===== src/rtl/demux1to2_32.sv =====
// demux1to2_32: 1-to-2 valid/ready word demultiplexer, one FIFO per output so a stalled sink never blocks the other
module demux1to2_32 #(
    parameter int WIDTH = 32,
    parameter int DEPTH = 2
) (
    input  logic             clk,
    input  logic             rst_n,
    input  logic [WIDTH-1:0] in_data,
    input  logic             in_sel,
    input  logic             in_valid,
    output logic             in_ready,
    output logic [WIDTH-1:0] a_data,
    output logic             a_valid,
    input  logic             a_ready,
    output logic [WIDTH-1:0] b_data,
    output logic             b_valid,
    input  logic             b_ready,
    output logic [15:0]      a_cnt,
    output logic [15:0]      b_cnt
);
    localparam int AW = $clog2(DEPTH);

    logic [1:0][WIDTH-1:0] w_data;
    logic [1:0][15:0]      w_cnt;
    logic [1:0]            w_valid;
    logic [1:0]            w_full;
    logic [1:0]            w_rdy;

    assign w_rdy    = {b_ready, a_ready};
    assign in_ready = in_sel ? !w_full[1] : !w_full[0];

    for (genvar g = 0; g < 2; g++) begin : g_fifo
        logic [WIDTH-1:0] r_mem [DEPTH];
        logic [AW:0]      r_rd, r_wr, r_cnt;
        logic [15:0]      r_dcnt;
        logic             w_push, w_pop;

        assign w_push     = in_valid && in_ready && (in_sel == 1'(g));
        assign w_pop      = w_valid[g] && w_rdy[g];
        assign w_valid[g] = (r_cnt != '0);
        assign w_full[g]  = (r_cnt == (AW+1)'(DEPTH));
        assign w_data[g]  = r_mem[r_rd[AW-1:0]];
        assign w_cnt[g]   = r_dcnt;

        // pointers use only their low AW bits as the slot index, so they wrap modulo DEPTH
        always_ff @(posedge clk or negedge rst_n) begin
            if (!rst_n) begin
                r_rd   <= '0;
                r_wr   <= '0;
                r_cnt  <= '0;
                r_dcnt <= '0;
                for (int k = 0; k < DEPTH; k++) r_mem[k] <= '0;
            end else begin
                if (w_push) r_mem[r_wr[AW-1:0]] <= in_data;
                r_wr   <= r_wr + (AW+1)'(w_push);
                r_rd   <= r_rd + (AW+1)'(w_pop);
                r_cnt  <= r_cnt + (AW+1)'(w_push) - (AW+1)'(w_pop);
                r_dcnt <= r_dcnt + 16'(w_pop);
            end
        end
    end

    assign a_data  = w_data[0];
    assign b_data  = w_data[1];
    assign a_valid = w_valid[0];
    assign b_valid = w_valid[1];
    assign a_cnt   = w_cnt[0];
    assign b_cnt   = w_cnt[1];
endmodule


===== config.mk =====
export PLATFORM = sky130hd
export DESIGN_NAME = demux1to2_32
export DESIGN_NICKNAME = d
export VERILOG_FILES = /design/src/rtl/demux1to2_32.sv
export SDC_FILE = /design/constraint.sdc
export NUM_CORES = 1
export LEC_CHECK = 0
export CORE_ASPECT_RATIO = 1.5
export CORE_MARGIN = 2
export CORE_UTILIZATION = 33
export DETAILED_ROUTE_END_ITERATION = 10
export PLACE_DENSITY = 0.6
export SYNTH_ARGS = -nofsm -noshare
export SYNTH_HDL_FRONTEND = slang
export SYNTH_SLANG_ARGS = --single-unit
export TNS_END_PERCENT = 100

===== constraint.sdc =====
create_clock -name clk -period 1.62 [get_ports clk]
set_input_delay 0.324 -clock clk [delete_from_list [all_inputs] [get_ports clk]]
set_output_delay 0.324 -clock clk [all_outputs]
set_load 0.03 [all_outputs]

==> results by stage <==
Routing:
- After detailed routing, the number of vias per cell comes to approximately 4.8.
- The average wire per cell in the routed design is 20.1 um.
- The number of DRC markers after the initial detailed-route iteration is 162.
- The total via count after detailed routing is 4736.
- The post-detailed-route count of antenna-violating nets is 0.
- The number of search-and-repair iterations in the first detailed-routing pass is 4.
- The routed wire length is 19900 um.
- The post-route DRC violation count is 0.

Logic synthesis:
- The number of warnings issued by yosys is 0.
- The cell area that synthesis handed to floorplanning was 7340 um2.
- Yosys mapped the design onto 28 distinct sky130hd cell types.
- In the post-synthesis netlist, the biggest area contributors are sky130_fd_sc_hd__dfrtp_1 57%, sky130_fd_sc_hd__mux2_2 28%, sky130_fd_sc_hd__xnor2_1 2.4%.
- The number of nets in the synthesized netlist is 550.
- Synthesis handed over a netlist of 501 instances.
- After synthesis, the largest area contributor takes up between 50% and 60% of total cell area.
- In this run, synthesis produced a sequential element count of 168.
- The biggest area contributor in the post-synthesis netlist is sky130_fd_sc_hd__dfrtp_1.
- The fraction of the yosys area taken by sequential cells is 57.3%.
- A synthesized cell averages 14.6 um2.

Global route:
- Across every metal layer, demand over resource in global routing totals 15.5%.
- The number of antenna violations at the first check in global routing is 0.
- The first global-routing pass estimated 28200 um of wire.
- Entering global routing, the biggest net connects 60 pins.
- The total overflow left after global routing is 0.
- The number of global-route vias before repair was just over 5k.

Die:
- The die footprint is 23500 um2.
- The width of the die is between 100 and 150 um.
- The core region is 21700 um2.
- The I/O pin count is 137.
- In this run the vertical extent of the chip is 187 um.
- The effective utilization at floorplan is 33.8%.
- The initialized floorplan defines 66 standard-cell rows.

Setup path:
- In this run the critical register-to-register path is launched from g_fifo[1].r_cnt[1].
- The largest incremental delay on the critical path is 440 ps.
- The startpoint of the most critical setup path is g_fifo[1].r_rd[0].
- The number of buffers and inverters on the critical path is 3.
- Data arrives at the worst endpoint at 1620 ps.
- For this design, the slowest cell found on the critical path is sky130_fd_sc_hd__dfrtp_2.
- The kind of critical path is flop to output pin.
- Broken down by cell family, the worst path's largest delay share belongs to buffers and inverters.
- The worst-path maximum fanout is 8.
- The most used cell along the critical path is sky130_fd_sc_hd__buf_12.
- STA classifies the critical path startpoint as a flop.
- For the worst setup path, the data required time is roughly 1300 ps.
- Walking the worst path, the cells encountered are buf_12 -> buf_12 -> mux2_4 -> buf_6.
- The worst setup path is captured at an output pin.

Clock network:
- Counting every sink on the clock net gives around 170.
- CTS built an H-tree with a depth of 4.
- The TritonCTS buffer count is 17.
- For the worst-skew pair, the clock arrives at the later sink with an insertion delay of around 430 ps.
- The tree is rooted in a sky130_fd_sc_hd__clkbuf_16.
- The clock edge transition at the registers on the reported setup and hold paths is 70 ps.
- The maximum buffer depth of the clock tree is 2.
- The TritonCTS clock tree is yes.

Placement:
- The count of placed standard cells including taps is 921.
- The weighted congestion at the end of routability-driven global placement is 0.767.
- During placement, the flow inserted port buffers numbering 136.
- The placed standard-cell area is 9400 um2.
- The placed wire-length estimate after detailed placement is 11900 um.

Hold path:
- The path class of the lowest-slack min-delay path is input port to async pin.

Timing:
- In this run the tightest slew margin relative to its limit is 79.0%.
- The total negative slack is -23430 ps.
- The routed design could run at a clock period as short as around 1900 ps.
- The final count of negative-setup-slack endpoints is ~170.
- The max-slew violation count is 0.
- After layout, the worst path uses 120% of the clock period.
- The actual transition at the worst max-transition pin is 315 ps.
- Setup repair after global routing could not meet its margin everywhere.
- The final-report hold violation count is 0.
- Based on the critical path, the design can be clocked at up to ~0.5 GHz.
- The setup clock skew after layout is 7.03 ps.
- Once routing completed, OpenROAD measured the worst setup slack at -324 ps.

Finish:
- Cells with a size suffix above 1 make up 59.4% of the layout.
- The number of fillers in the final layout is 1847.
- The number of antenna diodes in the final layout is 0.
- The area of all placed cells without fillers is 11400 um2.
- The area growth from synthesis to layout is 55.6%.
- The post-layout net count is 755.
- The final cell count without fillers is ~1000.
- The final core utilization is 52.6%.

Power and ir drop:
- Dividing total power by cell area gives a power density of 2270 nW/um2.
- The internal power of the cells totals 16.3 mW.
- The relative contribution of combinational cells to total power is around 57%.
- The sequential group share of total power is between 20% and 30%.
- The proportion of total power due to net switching is 37.0%.
- Summed over all nets, the switching power comes to 9.58 mW.
- The share of total power dissipated in the clock network is between 10% and 20%.
- The peak supply drop is between 0.0009 and 0.001 V.
- The analysis attributes to cell leakage a power of approximately 5.3 nW.
- The power after layout is 25.9 mW.

Flow run:
- The max-cap check violation count is 0.

Outcome:
- The flow ran to the end, but the final reports show violations.
- The checks that failed: setup timing.
layer usage:
metal  wire length (um)  share of wire, %  up-vias  GRT usage (%)
met4                281               1.4        0           4.56
li1                   -                 -     2161              -
met1               8010                40     2466           17.2
met2              10700                54       93           28.4
met5                  0                 0        -              0
met3                877               4.4       16           4.64
Yosys cell counts:
cell                       number
sky130_fd_sc_hd__nand2b_1       2
sky130_fd_sc_hd__mux2_2       184
sky130_fd_sc_hd__mux2i_1        2
sky130_fd_sc_hd__ha_1          11
sky130_fd_sc_hd__nand2_1        9
sky130_fd_sc_hd__clkbuf_1       6
sky130_fd_sc_hd__buf_2         19
sky130_fd_sc_hd__nor3_2         1
sky130_fd_sc_hd__and4_4         1
sky130_fd_sc_hd__nor3_1         1
sky130_fd_sc_hd__nor3b_1        1
sky130_fd_sc_hd__nand3_1       11
sky130_fd_sc_hd__or2_2          2
sky130_fd_sc_hd__nand3_4        1
sky130_fd_sc_hd__nor2b_1        3
sky130_fd_sc_hd__o211ai_4       1
sky130_fd_sc_hd__mux2_1         8
sky130_fd_sc_hd__xnor2_1       20
sky130_fd_sc_hd__inv_1         10
sky130_fd_sc_hd__o21ai_1        1
sky130_fd_sc_hd__dfrtp_1      168
sky130_fd_sc_hd__and4_1         1
sky130_fd_sc_hd__nor4_4         1
sky130_fd_sc_hd__xor2_1        14
sky130_fd_sc_hd__and3_1         3
sky130_fd_sc_hd__and2_1         3
sky130_fd_sc_hd__nand4_1        7
sky130_fd_sc_hd__nor2_1        10
power groups by stage:
stage | sequential (mW) | combinational (mW) | clock (mW)
global placement | 7.07 | 11.4 | 0
finish | 7.36 | 14.7 | 3.82
detailed placement | 7.22 | 11.5 | 0
floorplan | 7.16 | 6.95 | 0
global route | 7.61 | 15.5 | 4.13
CTS | 7.23 | 13.2 | 3.92
area by class of cell:
| class | instances | area (um2) | share of cell area [%] |
|---|---|---|---|
| flip-flops and latches | 168 | 4210 | 36.9 |
| multi-input cells | 298 | 3820 | 33.4 |
| repair buffers | 211 | 2450 | 21.5 |
| clock buffers | 18 | 439 | 3.85 |
| well taps | 272 | 340 | 2.98 |
| clock inverters | 14 | 116 | 1.02 |
| inverters | 10 | 40.0 | 0.351 |
worst register-to-register path, stage by stage (launching register included):
cell                      delay (ps)
sky130_fd_sc_hd__dfrtp_2         440
sky130_fd_sc_hd__or2_4           250
sky130_fd_sc_hd__and2_4          160
sky130_fd_sc_hd__buf_12          120
sky130_fd_sc_hd__ha_4            240
sky130_fd_sc_hd__inv_2            40
sky130_fd_sc_hd__ha_4            150
sky130_fd_sc_hd__xnor2_2         130
sky130_fd_sc_hd__xnor2_1         120
cells in the final DEF (no fill, tap or decap), drive strengths merged:
| cell type | synthesis | layout |
|---|---|---|
| and4 | 2 | 2 |
| nand3 | 12 | 12 |
| dlygate4sd2 | 0 | 10 |
| nor2b | 3 | 3 |
| nor3 | 2 | 2 |
| nand4 | 7 | 7 |
| nor4 | 1 | 1 |
| dlygate4sd3 | 0 | 1 |
| xor2 | 14 | 14 |
| or2 | 2 | 2 |
| clkinv | 0 | 4 |
| o21ai | 1 | 1 |
| clkinvlp | 0 | 4 |
| mux2 | 192 | 192 |
| mux2i | 2 | 2 |
| clkbuf | 6 | 39 |
| nand2 | 9 | 9 |
| nor3b | 1 | 1 |
| clkdlybuf4s15 | 0 | 10 |
| buf | 19 | 133 |
| and3 | 3 | 3 |
| dfrtp | 168 | 168 |
| nor2 | 10 | 10 |
| clkdlybuf4s50 | 0 | 36 |
| inv | 10 | 16 |
| xnor2 | 20 | 20 |
| and2 | 3 | 3 |
| ha | 11 | 11 |
| o211ai | 1 | 1 |
| nand2b | 2 | 2 |
worst paths after layout:
kind                            slack, ps            endpoint  cells after the start
worst max-delay path                 -320          b_data[26]                      4
worst min-delay path                  340            b_cnt[4]                      2
worst max register to register       -140  g_fifo[1].r_cnt[1]                      8
worst min register to register        480           b_cnt[15]                      1
max in group asynchronous             660           a_cnt[11]                      3
min in group clk                      480           b_cnt[15]                      1
kinds of logic after synthesis:
family,share of synthesized area (%)
simple gates,4.54
xor+xnor,4.06
compound gates,0.358
buf+inv,2.11
mux,29.7
flops,57.3
fa+ha+maj,1.88
flip-flops by register name (all words and copies together), names as in the netlist:
name and flops:
g_fifo.r_mem 128, a_cnt 16, b_cnt 16, g_fifo.r_cnt 4
g_fifo.r_rd 2, g_fifo.r_wr 2
through the flow:
stage	setup slack [ps]	hold slack, ps
after floorplan	-48.3	28.4
after global placement	-451	221
after detailed placement	-475	225
after CTS	-386	339
after global routing	-370	352
final	-324	335
timing repair:
action,CTS,global route
cloned,5,9
hold buffers,1,0
setup buffers,18,8
gates resized for setup,463,202
endpoints found under the hold margin,23,0
endpoints found under the setup margin,234,219
pin swaps,8,7
No activity file was read; power rests on OpenSTA's default activity.
==> RTL edit 1 (config.mk and constraints unchanged) <==
Reset style: synchronous (`rst_n`), changed in one clocked block.
--- a/src/rtl/demux1to2_32.sv
+++ b/src/rtl/demux1to2_32.sv
@@ -44,5 +44,5 @@
 
         // pointers use only their low AW bits as the slot index, so they wrap modulo DEPTH
-        always_ff @(posedge clk or negedge rst_n) begin
+        always_ff @(posedge clk) begin
             if (!rst_n) begin
                 r_rd   <= '0;
Behaviour: differs if rst_n is asserted again (counterexample within 4 cycles, from zero or initial values and one cycle with rst_n low); with rst_n held inactive, the same outputs for 4 cycles.
==> RTL edit 1 against the original RTL <==
- sequential cell count grew 2
- wire length decreased by 3.8%
- worst setup slack gained 0.11 ns
- highest routed layer unchanged
- the run still ends with negative setup slack left
- synthesized area up 0.49%
- final area fell by 2.9%
- sequential share of layout area up 5.6 points
Power is not compared: it rests on default switching activity, and its combinational part moved more than twofold at a synthesized area within 25%.
==> RTL edit 1: results (changes against the original RTL) <==
placement:
  placedCellCount: 1001  # +8.7%
  dpl.hpwl_mm: 12.21  # +2.3%
  port_buffers: 136  # unchanged
  place_area_um2: 9702  # +3.2%
  place.gp.congestion: 0.7912  # +3.1%
final_layout:
  num-fill-cells: 1932  # +4.6%
  post_route_cells_drive_above_1_share_pct: 39.56  # -20 points
  largest_reg_flops: 128  # unchanged
  layout.nets: 812  # +7.5%
  final_cells: 1057  # +6.7%
sta:
  worstMarginPinSlew_ns: 0.3425  # +0.02731 ns
  setup_slack_ns: -0.2123  # +0.1117 ns
  finClkSkew_ns: 0.007927  # +0.0008930 ns
  tns_ns: -13.20  # +10.23 ns
  setup_viol: 83  # -50%
synthesis:
  synth_cell_types: 36  # +29%
  syn_area_per_cell_um2: 13.31  # -9.1%
  synth-edff-count: 128  # +128
  synth_fp_nets: 598  # +8.7%
  synthTopCellsByArea: "edfxtp_1 52%, and2_1 12%, dfxtp_1 11%"
  synth_common_cells: "136 x and2_1, 128 x edfxtp_1, 64 x mux2_2"
  async_reset_ff_share_pct: 0  # -100 points
  synth_top_flop_cell: "edfxtp_1"
  ys_seq_area_share_pct: 63.54  # +6.2 points
  yosysMostFrequentCell: "and2_1"
setup_path:
  cp.arrival_ns: 1.51  # -0.11 ns
  crit_slowest_cell: "dfxtp_4"
  rr_worst_depth: 7  # -1
  worstSetupStartpointType: "flip-flop"
  cpPeakStageDelay_ns: 0.43
  cp_max_fo: 9  # +1
routing:
  wl_met1_mm: 7.624  # -4.9%
  wire_per_inst_um: 18.13  # -9.8%
  met2_length_mm: 10.34  # -3.7%
  met3_length_um: 886  # +1.0%
  vias_per_cell: 4.802  # +0.49%
  highest_layer: "met4"
  drtIter0Drc: 270  # +67%
global_route:
  grt_usage_pct: 15.39  # -0.12 points
  grt_pass1_vias: 5394  # +4.9%
  grt_first_pass_wirelength_mm: 28.37  # +0.78%
  antenna_found_initial: 0  # unchanged
  grt_max_degree: 33  # -45%
cts:
  cts_inserted_buffers: 17  # unchanged
  path_clk_slew_ns: 0.07  # about the same
  cts_root_buf: "clkbuf_16"
  htree_levels: 4  # unchanged
  cts_buffer_depth: 2  # unchanged
outcome:
  violations: "negative setup slack"
  status: "complete, but fails checks"
worst_hold_path:
  hold_path_depth: 2
  hp-class: "reg2reg"
[RTL edit 1: logic make-up (layout without fill, tap and decap cells)]
logic type      count (synthesis)  count (layout)  synth area share, %
buf+inv                        29             256                1.477
fa+ha+maj                       6               6                1.018
mux                            69              69                10.45
flops                         170             170                63.54
xor+xnor                       25              25                2.970
simple gates                  233             233                18.62
compound gates                 22              22                1.918
[RTL edit 1: worst paths after layout]
check,start,end,slack (ns)
max,flip-flop,a_data[2],-0.21
max reg2reg,g_fifo[1].r_cnt[1],b_cnt[13],-0.18
min reg2reg,a_cnt[15],a_cnt[15],0.47
min,a_cnt[15],a_cnt[15],0.47
[RTL edit 1: worst max-delay path, delay by kind of cell, from the launching register on]
kind | cells | cell delay [ns]
flip-flops | 1 | 0.43
buffers and inverters | 2 | 0.31
multiplexers | 1 | 0.33
[RTL edit 1: final cells by class]
| type | count | area, um^2 | area share [%] |
|---|---|---|---|
| Clock buffer | 17 | 425.4 | 3.840 |
| Clock inverter | 15 | 120.1 | 1.084 |
| Inverter | 3 | 11.26 | 0.1017 |
| Multi-Input combinational cell | 355 | 3105 | 28.04 |
| Sequential cell | 170 | 4705 | 42.47 |
| Tap cell | 276 | 345.3 | 3.118 |
| Timing Repair Buffer | 221 | 2365 | 21.35 |
[RTL edit 1: routing by layer]
metal | global-route usage (%) | up-vias
li1 | - | 2400
met1 | 17.41 | 2522
met2 | 27.79 | 134
met3 | 3.833 | 20
met4 | 5.621 | 0
met5 | 0 | -
[RTL edit 1: repair_timing]
action,in CTS,in global routing
endpoints found under the setup margin,117,244
buffers inserted,5,14
cloned,0,10
pin swaps,8,19
gates resized for setup,516,90
[RTL edit 1: power by group]
part	leakage [nW]	switching, mW	internal [mW]	total (mW)
Sequential	1.68	0.253	5.11	5.36
Combinational	2.56	2.39	2.54	4.93
Clock	0.260	1.77	1.99	3.76
[RTL edit 1: through the flow]
stage                     setup slack [ns]  hold WS [ns]  util, %
after CTS                          -0.2646        0.4712    47.77
after detailed placement           -0.6670        0.4637    43.84
final                              -0.2123        0.4668    50.05
after global routing               -0.2583        0.5130    50.05
after floorplan                    -0.3743        0.4813        -
after global placement             -0.6003        0.4583    43.84
==> RTL edit 2 (config.mk and constraints unchanged) <==
Made on the original files. Set the parameter `WIDTH` to 40 (it was 32).
--- a/src/rtl/demux1to2_32.sv
+++ b/src/rtl/demux1to2_32.sv
@@ -1,5 +1,5 @@
 // demux1to2_32: 1-to-2 valid/ready word demultiplexer, one FIFO per output so a stalled sink never blocks the other
 module demux1to2_32 #(
-    parameter int WIDTH = 32,
+    parameter int WIDTH = 40,
     parameter int DEPTH = 2
 ) (
Ports: changed (resized a_data, b_data and in_data); port bits go from 137 to 161. No check against the original RTL was run, so the function may have changed too.
==> RTL edit 2 against the original RTL <==
- the flow still finishes with violations (negative setup slack)
- final area grew 20%
- synthesized area grew 18%
- wire length grew 29%
- worst setup slack lost 0.11 ns
- largest cell class unchanged
- sequential cell count grew 32
- sequential power grew 19%
- fmax shrank 5.2%
- power grew 22%
- sequential share of layout area shrank 0.18 points
==> RTL edit 2: results (changes against the original RTL) <==
outcome:
  status: "complete, but fails checks"
  violations: "negative setup slack"
cts:
  clock-sinks: 200  # +19%
sta:
  setup_slack_ns: -0.4303  # -0.1063 ns
  setup_viol: 200  # +20%
  finClkSkew_ns: 0.009570  # +0.002536 ns
  worstMarginPinSlew_ns: 0.3436  # +0.02848 ns
routing:
  drtIter0Drc: 169  # +4.3%
  num_vias: 5736  # +21%
  wire_per_inst_um: 21.65  # +7.8%
placement:
  port_buffers: 160  # +18%
  place.gp.congestion: 0.7686  # +0.18%
  dp_slack_ns: -0.6060  # -0.1307 ns
  dpl.hpwl_mm: 14.46  # +21%
  place_area_um2: 11030  # +17%
setup_path:
  r2r_end: "g_fifo[1].r_mem[38]"
  worstReg2RegStart: "g_fifo[1].r_cnt[0]"
  cp.arrival_ns: 1.73  # +0.11 ns
  cp-startpoint: "g_fifo[0].r_rd[0]"
final_layout:
  buffers: 262  # +24%
  nNonClkInverters: 8  # -2
  multi_input_gates: 349  # +17%
  clkbuf_count: 20  # +2
  num-fill-cells: 2185  # +18%
  clk_share_pct: 4.728  # -0.14 points
  multi_input_area_share_pct: 32.25  # -1.2 points
  largest_reg_flops: 160  # +25%
  final_cells: 1184  # +19%
  post_route_cells_drive_above_1_share_pct: 61.46  # +2.1 points
global_route:
  grt_max_degree: 54  # -10%
  grt_first_pass_wirelength_mm: 36.79  # +31%
  grt_pass1_vias: 6441  # +25%
synthesis:
  synth_common_cells: "240 x mux2_2, 200 x dfrtp_1, 25 x xnor2_1"
  synth_fp_nets: 639  # +16%
  synthTopCellsByArea: "dfrtp_1 58%, mux2_2 31%, xnor2_1 2.5%"
power_and_ir_drop:
  peakVddDrop_v: 0.001125  # +13%
  pwr-share-seq_pct: 27.9  # -0.5 points
RTL edit 2: repair_timing:
| item | CTS | global route |
|---|---|---|
| setup endpoints to repair | 283 | 254 |
| resized for setup | 478 | 461 |
| pin swaps | 7 | 18 |
| cloned | 14 | 12 |
| endpoints found under the hold margin | 29 | 0 |
| setup buffers | 26 | 24 |
| hold buffers | 1 | 0 |
RTL edit 2: layer usage:
metal,up-vias,GRT usage (%),wire [um]
met3,24,3.511,771
met2,122,32.04,13950
met5,-,0,0
li1,2574,-,-
met4,0,6.027,386
met1,3016,20.75,10530
RTL edit 2: cells by family after synthesis:
group | after synthesis | share of synthesized area (%)
xor gates and xnor gates | 34 | 3.441
adders and majority gates | 10 | 1.446
DFF | 200 | 57.84
buffers and inverters | 34 | 1.822
muxes | 242 | 31.46
AOI/OAI and AO/OA | 4 | 0.2601
and+or+nand+nor | 59 | 3.731
